**config.mk**
```make
export PLATFORM = sky130hd
export DESIGN_NAME = acc_tile_sequencer
export DESIGN_NICKNAME = d
export VERILOG_FILES = /design/src/rtl/acc_seq_pkg.sv /design/src/rtl/acc_sat_add.sv /design/src/rtl/acc_tile_sequencer.sv
export SDC_FILE = /design/constraint.sdc
export NUM_CORES = 1
export LEC_CHECK = 0
export BUFFER_PORTS_ARGS = -buffer_cell sky130_fd_sc_hd__buf_2
export CAP_MARGIN = 20
export CORE_UTILIZATION = 60
export CTS_BUF_LIST = sky130_fd_sc_hd__clkbuf_4 sky130_fd_sc_hd__clkbuf_8 sky130_fd_sc_hd__clkbuf_16
export DETAILED_ROUTE_END_ITERATION = 6
export GPL_TIMING_DRIVEN = 0
export HOLD_SLACK_MARGIN = 0.1
export PLACE_DENSITY = 0.83
export SYNTH_ARGS = -nofsm -noshare
export SYNTH_HDL_FRONTEND = slang
export SYNTH_SLANG_ARGS = --single-unit
```
**constraint.sdc**
```tcl
create_clock -name clk -period 4.5 [get_ports clk]
set_clock_uncertainty 0.1 [all_clocks]
set_input_delay 0.45 -clock clk [delete_from_list [all_inputs] [get_ports clk]]
set_output_delay 0.45 -clock clk [all_outputs]
set_load 0.02 [all_outputs]
```
**src/rtl/acc_seq_pkg.sv**
```systemverilog
// Shared definitions for the accumulator tile sequencer: tile FSM encoding,
// default data width and saturation limits at that width.
package acc_seq_pkg;

    localparam int ACC_DATA_W = 32;

    localparam logic [1:0] ACC_ST_IDLE_ENC  = 2'd0;
    localparam logic [1:0] ACC_ST_FILL_ENC  = 2'd1;
    localparam logic [1:0] ACC_ST_DRAIN_ENC = 2'd2;
    localparam logic [1:0] ACC_ST_DONE_ENC  = 2'd3;

    typedef enum logic [1:0] {
        ST_IDLE  = ACC_ST_IDLE_ENC,
        ST_FILL  = ACC_ST_FILL_ENC,
        ST_DRAIN = ACC_ST_DRAIN_ENC,
        ST_DONE  = ACC_ST_DONE_ENC
    } acc_state_e;

    localparam logic [ACC_DATA_W-1:0] ACC_SAT_MAX = {1'b0, {(ACC_DATA_W-1){1'b1}}};
    localparam logic [ACC_DATA_W-1:0] ACC_SAT_MIN = {1'b1, {(ACC_DATA_W-1){1'b0}}};

endpackage

```
**src/rtl/acc_sat_add.sv**
```systemverilog
// Signed two's-complement saturating adder; ovf flags any clamp.
// Instantiated by acc_tile_sequencer only when ACC_SEQ_ACCUM_EN is defined.
module acc_sat_add
    import acc_seq_pkg::*;
#(
    parameter int DATA_W = ACC_DATA_W
) (
    input  logic [DATA_W-1:0] a,
    input  logic [DATA_W-1:0] b,
    output logic [DATA_W-1:0] sum,
    output logic              ovf
);

    localparam logic [DATA_W-1:0] SAT_MAX = {1'b0, {(DATA_W-1){1'b1}}};
    localparam logic [DATA_W-1:0] SAT_MIN = {1'b1, {(DATA_W-1){1'b0}}};

    logic [DATA_W:0] sum_wide;

    // One guard bit: the true sign is sum_wide[DATA_W], overflow when it disagrees with the MSB.
    always_comb begin
        sum_wide = {a[DATA_W-1], a} + {b[DATA_W-1], b};
        ovf      = sum_wide[DATA_W] != sum_wide[DATA_W-1];
        if (!ovf) begin
            sum = sum_wide[DATA_W-1:0];
        end else if (sum_wide[DATA_W]) begin
            sum = SAT_MIN;
        end else begin
            sum = SAT_MAX;
        end
    end

endmodule

```
**src/rtl/acc_tile_sequencer.sv**
```systemverilog
// Accumulator buffer sequencer for one output tile: FILL from the array, optional DRAIN.
// Optional feature macro: ACC_SEQ_ACCUM_EN (saturating accumulate into entries, sticky overflow).
module acc_tile_sequencer
    import acc_seq_pkg::*;
#(
    parameter int DATA_W = ACC_DATA_W,
    parameter int DEPTH  = 4,
    parameter int ADDR_W = $clog2(DEPTH)
) (
    input  logic              clk,
    input  logic              reset,
    input  logic              start,
    input  logic [ADDR_W:0]   tile_len,
    input  logic              drain_en,
    input  logic              acc_mode,
    input  logic              in_valid,
    input  logic [DATA_W-1:0] in_data,
    output logic              in_ready,
    output logic              out_valid,
    output logic [DATA_W-1:0] out_data,
    input  logic              out_ready,
    output logic              busy,
    output logic              done,
    output logic              overflow
);

    localparam logic [ADDR_W:0] DEPTH_LEN = DEPTH[ADDR_W:0];

    acc_state_e          state_q, state_d;
    logic [ADDR_W:0]     len_q, len_d;
    logic                drain_en_q, drain_en_d;
    logic                acc_mode_q, acc_mode_d;
    logic [ADDR_W-1:0]   wr_ptr_q, wr_ptr_d;
    logic [ADDR_W-1:0]   rd_ptr_q, rd_ptr_d;
    logic [DATA_W-1:0]   mem_q [DEPTH];
    logic [DATA_W-1:0]   mem_d [DEPTH];
    logic                overflow_q, overflow_d;

    logic                len_ok;
    logic [ADDR_W:0]     len_m1;
    logic                last_wr;
    logic                last_rd;
    logic [DATA_W-1:0]   wr_data;
    logic                wr_ovf;

`ifdef ACC_SEQ_ACCUM_EN
    logic [DATA_W-1:0]   sat_sum;
    logic                sat_ovf;

    acc_sat_add #(.DATA_W(DATA_W)) u_sat_add (
        .a   (mem_q[wr_ptr_q]),
        .b   (in_data),
        .sum (sat_sum),
        .ovf (sat_ovf)
    );

    assign wr_data = acc_mode_q ? sat_sum : in_data;
    assign wr_ovf  = acc_mode_q & sat_ovf;
`else
    logic unused_acc_mode;

    assign unused_acc_mode = acc_mode_q;
    assign wr_data         = in_data;
    assign wr_ovf          = 1'b0;
`endif

    assign len_ok  = (tile_len != '0) && (tile_len <= DEPTH_LEN);
    assign len_m1  = len_q - 1'b1;
    assign last_wr = ({1'b0, wr_ptr_q} == len_m1);
    assign last_rd = ({1'b0, rd_ptr_q} == len_m1);

    // Handshakes are valid/ready: a beat transfers on the rising edge where both are high.
    // in_ready and out_valid are pure state decodes, so they never depend on the partner's signal.
    assign in_ready  = (state_q == ST_FILL);
    assign out_valid = (state_q == ST_DRAIN);
    assign out_data  = mem_q[rd_ptr_q];
    assign busy      = (state_q != ST_IDLE);
    assign done      = (state_q == ST_DONE);
    assign overflow  = overflow_q;

    always_comb begin
        state_d    = state_q;
        len_d      = len_q;
        drain_en_d = drain_en_q;
        acc_mode_d = acc_mode_q;
        wr_ptr_d   = wr_ptr_q;
        rd_ptr_d   = rd_ptr_q;
        mem_d      = mem_q;
        overflow_d = overflow_q;

        case (state_q)
            ST_IDLE: begin
                if (start && len_ok) begin
                    len_d      = tile_len;
                    drain_en_d = drain_en;
                    acc_mode_d = acc_mode;
                    wr_ptr_d   = '0;
                    rd_ptr_d   = '0;
                    overflow_d = 1'b0;
                    state_d    = ST_FILL;
                end
            end
            ST_FILL: begin
                if (in_valid) begin
                    mem_d[wr_ptr_q] = wr_data;
                    overflow_d      = overflow_q | wr_ovf;
                    wr_ptr_d        = wr_ptr_q + 1'b1;
                    if (last_wr) begin
                        rd_ptr_d = '0;
                        state_d  = drain_en_q ? ST_DRAIN : ST_DONE;
                    end
                end
            end
            ST_DRAIN: begin
                if (out_ready) begin
                    rd_ptr_d = rd_ptr_q + 1'b1;
                    if (last_rd) begin
                        state_d = ST_DONE;
                    end
                end
            end
            ST_DONE: begin
                state_d = ST_IDLE;
            end
            default: begin
                state_d = ST_IDLE;
            end
        endcase
    end

    always_ff @(posedge clk) begin
        if (reset) begin
            state_q    <= ST_IDLE;
            len_q      <= '0;
            drain_en_q <= 1'b0;
            acc_mode_q <= 1'b0;
            wr_ptr_q   <= '0;
            rd_ptr_q   <= '0;
            overflow_q <= 1'b0;
            for (int i = 0; i < DEPTH; i++) begin
                mem_q[i] <= '0;
            end
        end else begin
            state_q    <= state_d;
            len_q      <= len_d;
            drain_en_q <= drain_en_d;
            acc_mode_q <= acc_mode_d;
            wr_ptr_q   <= wr_ptr_d;
            rd_ptr_q   <= rd_ptr_d;
            overflow_q <= overflow_d;
            mem_q      <= mem_d;
        end
    end

endmodule

```
==> impl_metrics.json <==
{
  "cts_max_path_buffers": 2,
  "cts-root-buf": "clkbuf_8",
  "grt_max_degree": 17,
  "hold_viol_final": 0,
  "fmax_mhz": 352,
  "cp-end-kind": "output port",
  "diodes": 0,
  "p_per_area_nw_per_um2": 458,
  "internal-power_uw": 2310,
  "setup_viol": 0,
  "r2r-start": "state_q[1]$_SDFFE_PP0P_",
  "post_cts_buffers": 0,
  "timing.rr.end": "mem_q[119]$_SDFFE_PP0P_",
  "die_y_um": 101,
  "switching_share": 0.297,
  "clk_latency_ns": 0.51,
  "cp.required_ns": 3.95,
  "ys_seq_area_frac": 0.469,
  "vias": 5550,
  "r2r_setup_slack_ns": 2.24,
  "p_clk_frac": 0.417,
  "grt_pass1_wl_mm": 26.4,
  "numCtsBuffers": 17,
  "core.rowCount": 35,
  "antenna_found_initial": 0,
  "post-route-util": 0.765,
  "relSlewSlack": 0.516,
  "clk_pin_slew_ns": 0.06,
  "dr.pass1.iters": 7,
  "postRouteAntennaNets": 0,
  "cp-start-kind": "flop",
  "ys_warn_count": 0,
  "worst_hold_path.endpoint": "mem_q[59]$_SDFFE_PP0P_",
  "switchingPower_uw": 975,
  "fp.coreArea_sq_um": 9370,
  "grtUsageTotal": 0.345,
  "cp.arrival_ns": 2.29,
  "drtIter0Drc": 530,
  "die_area_sq_um": 10200,
  "synthTopCellsByCount": "nand2_1, dfxtp_1, a21oi_1",
  "drv_slew": 0,
  "power.leakage_uw": 0.00261,
  "rsz0062_at_grt": "no",
  "min-delay-start": "in_data[27]",
  "fin_crit_ns": 2.84,
  "wl_per_cell_um": 17.6,
  "yosysTopAreaCell": "dfxtp_1",
  "synth-edff-count": 0,
  "area_delta_synth_final_pct": 21.7,
  "start_util": 0.629,
  "synth_top_area_frac": 0.469,
  "routed_wl_mm": 16.6,
  "fin_crit_sh": 0.632,
  "hold_path_depth": 3,
  "worst_pin_slew_ns": 0.726,
  "chipWidth_um": 101,
  "place_hpwl_mm": 10.5,
  "cp_max_fo": 10,
  "synth_cells": 690,
  "grt-ovfl-total": 0,
  "avgSynthCellArea_sq_um": 8.54,
  "maxCapViolCount": 0,
  "status": "completed",
  "htreeDepth": 4,
  "power_frac_comb": 0.181,
  "synthesis.nets": 742,
  "reg2reg_depth": 7,
  "drc_errors": 0,
  "num-nets-final": 852,
  "critical_path_class": "reg -> out",
  "synth_seq_cells": 138,
  "drive_above_1_share": 0.197,
  "async_reset_ff_frac": 0,
  "grt_pass1_vias": 5585,
  "fin_setup_tns_ns": 0,
  "min_path_type": "in -> reg",
  "seqPwrFrac": 0.401,
  "gp_congestion": 0.871,
  "num_io_pins": 79,
  "yosysUniqueCellTypes": 35,
  "clock_sinks": 138,
  "io_buffers": 76,
  "synth_ff_type": "dfxtp_1",
  "yosysMostFrequentCell": "nand2_1",
  "netlist_area_sq_um": 5890,
  "peakVddDrop_mv": 0.285,
  "via_per_inst": 5.89,
  "netlist_top_cells_area": "dfxtp_1, nand2_1, mux4_2",
  "cts_tree": "done"
}
## timing repair
item / CTS / global route
hold endpoints to repair: 32 / 0
hold buffers: 15 / 0
resized for setup: 0 / 0
## final cells by class
class | count | area, sq um
multi-input combinational | 487 | 2850
tap | 129 | 161
buffer | 54 | 233
inverter | 11 | 41.3
sequential | 138 | 2760
timing repair buffer | 91 | 531
clock buffer | 18 | 422
clock inverter | 14 | 163
fill | 656 | 2200
## how the worst max path moves through the flow
| stage | start | end |
|---|---|---|
| floorplan | len_q[0]$_SDFFE_PP0P_ | rd_ptr_q[0]$_SDFFE_PP0P_ |
| CTS | rd_ptr_q[0]$_SDFFE_PP0P_ | out_data[11] |
| global placement | rd_ptr_q[0]$_SDFFE_PP0P_ | out_data[11] |
| detailed placement | rd_ptr_q[0]$_SDFFE_PP0P_ | out_data[11] |
| finish | rd_ptr_q[0]$_SDFFE_PP0P_ | out_data[11] |
| global route | rd_ptr_q[0]$_SDFFE_PP0P_ | out_data[11] |
## power groups by stage
stage          combinational [uW]  sequential (uW)  clock, uW
6_report                      595             1320       1370
4_1_cts                       583             1320       1370
2_1_floorplan                 397             1330          0
3_5_place_dp                  565             1340          0
5_1_grt                       640             1320       1430
3_3_place_gp                  552             1340          0
## routing by layer
layer	wire length, um	vias up	global-route usage
met5	0	-	0
met4	642	0	0.181
met3	1590	78	0.0791
met2	8120	337	0.584
met1	6230	2589	0.408
li1	-	2546	-
## through the flow
stage               hold WS, ns  area [sq um]  power [uW]  worst slack (ns)  instances
CTS                       0.100          7170        3270              1.71        942
finish                    0.108          7170        3280              1.66        942
detailed placement        0.346          6430        1910              2.25        895
global placement          0.339          6430        1890              2.26        895
floorplan                 0.333          5890        1730              2.56        690
global route              0.101          7170        3390              1.65        942
## state kept, by name (all words and copies together), names as in the netlist
signal      cells
mem_q         128
len_q           3
drain_en_q      1
wr_ptr_q        2
state_q         2
rd_ptr_q        2
## layout by cell type, fill, tap and decap left out, types with 4 or more instances in the layout
cell type | netlist | final
nand2_1 | 260 | 260
dfxtp_1 | 138 | 138
a21oi_1 | 132 | 132
clkbuf_16 | 0 | 16
clkbuf_1 | 35 | 35
dlygate4sd3_1 | 0 | 15
nand3_1 | 5 | 5
mux4_2 | 32 | 32
buf_2 | 15 | 91
mux2i_1 | 4 | 4
ha_1 | 10 | 10
xnor2_1 | 4 | 4
and3_1 | 4 | 4
inv_1 | 11 | 11
nor2_1 | 8 | 8
## critical path: stages, from the launching register on
cell,delay (ns)
dfxtp_1,0.31
buf_2,0.26
clkbuf_1,0.60
mux4_2,0.44
buf_2,0.18
## logic make-up after synthesis
family	after synthesis	share of synthesized area
AO/OA/AOI/OAI	150	0.138
XOR/XNOR	5	0.00743
adder cells (fa/ha/maj)	10	0.0212
buffers and inverters	65	0.0465
flip-flops	138	0.469
multiplexers	36	0.129
other	1	0.000637
AND/OR/NAND/NOR	285	0.188
Note: power is estimated with default switching activity, not from simulation.
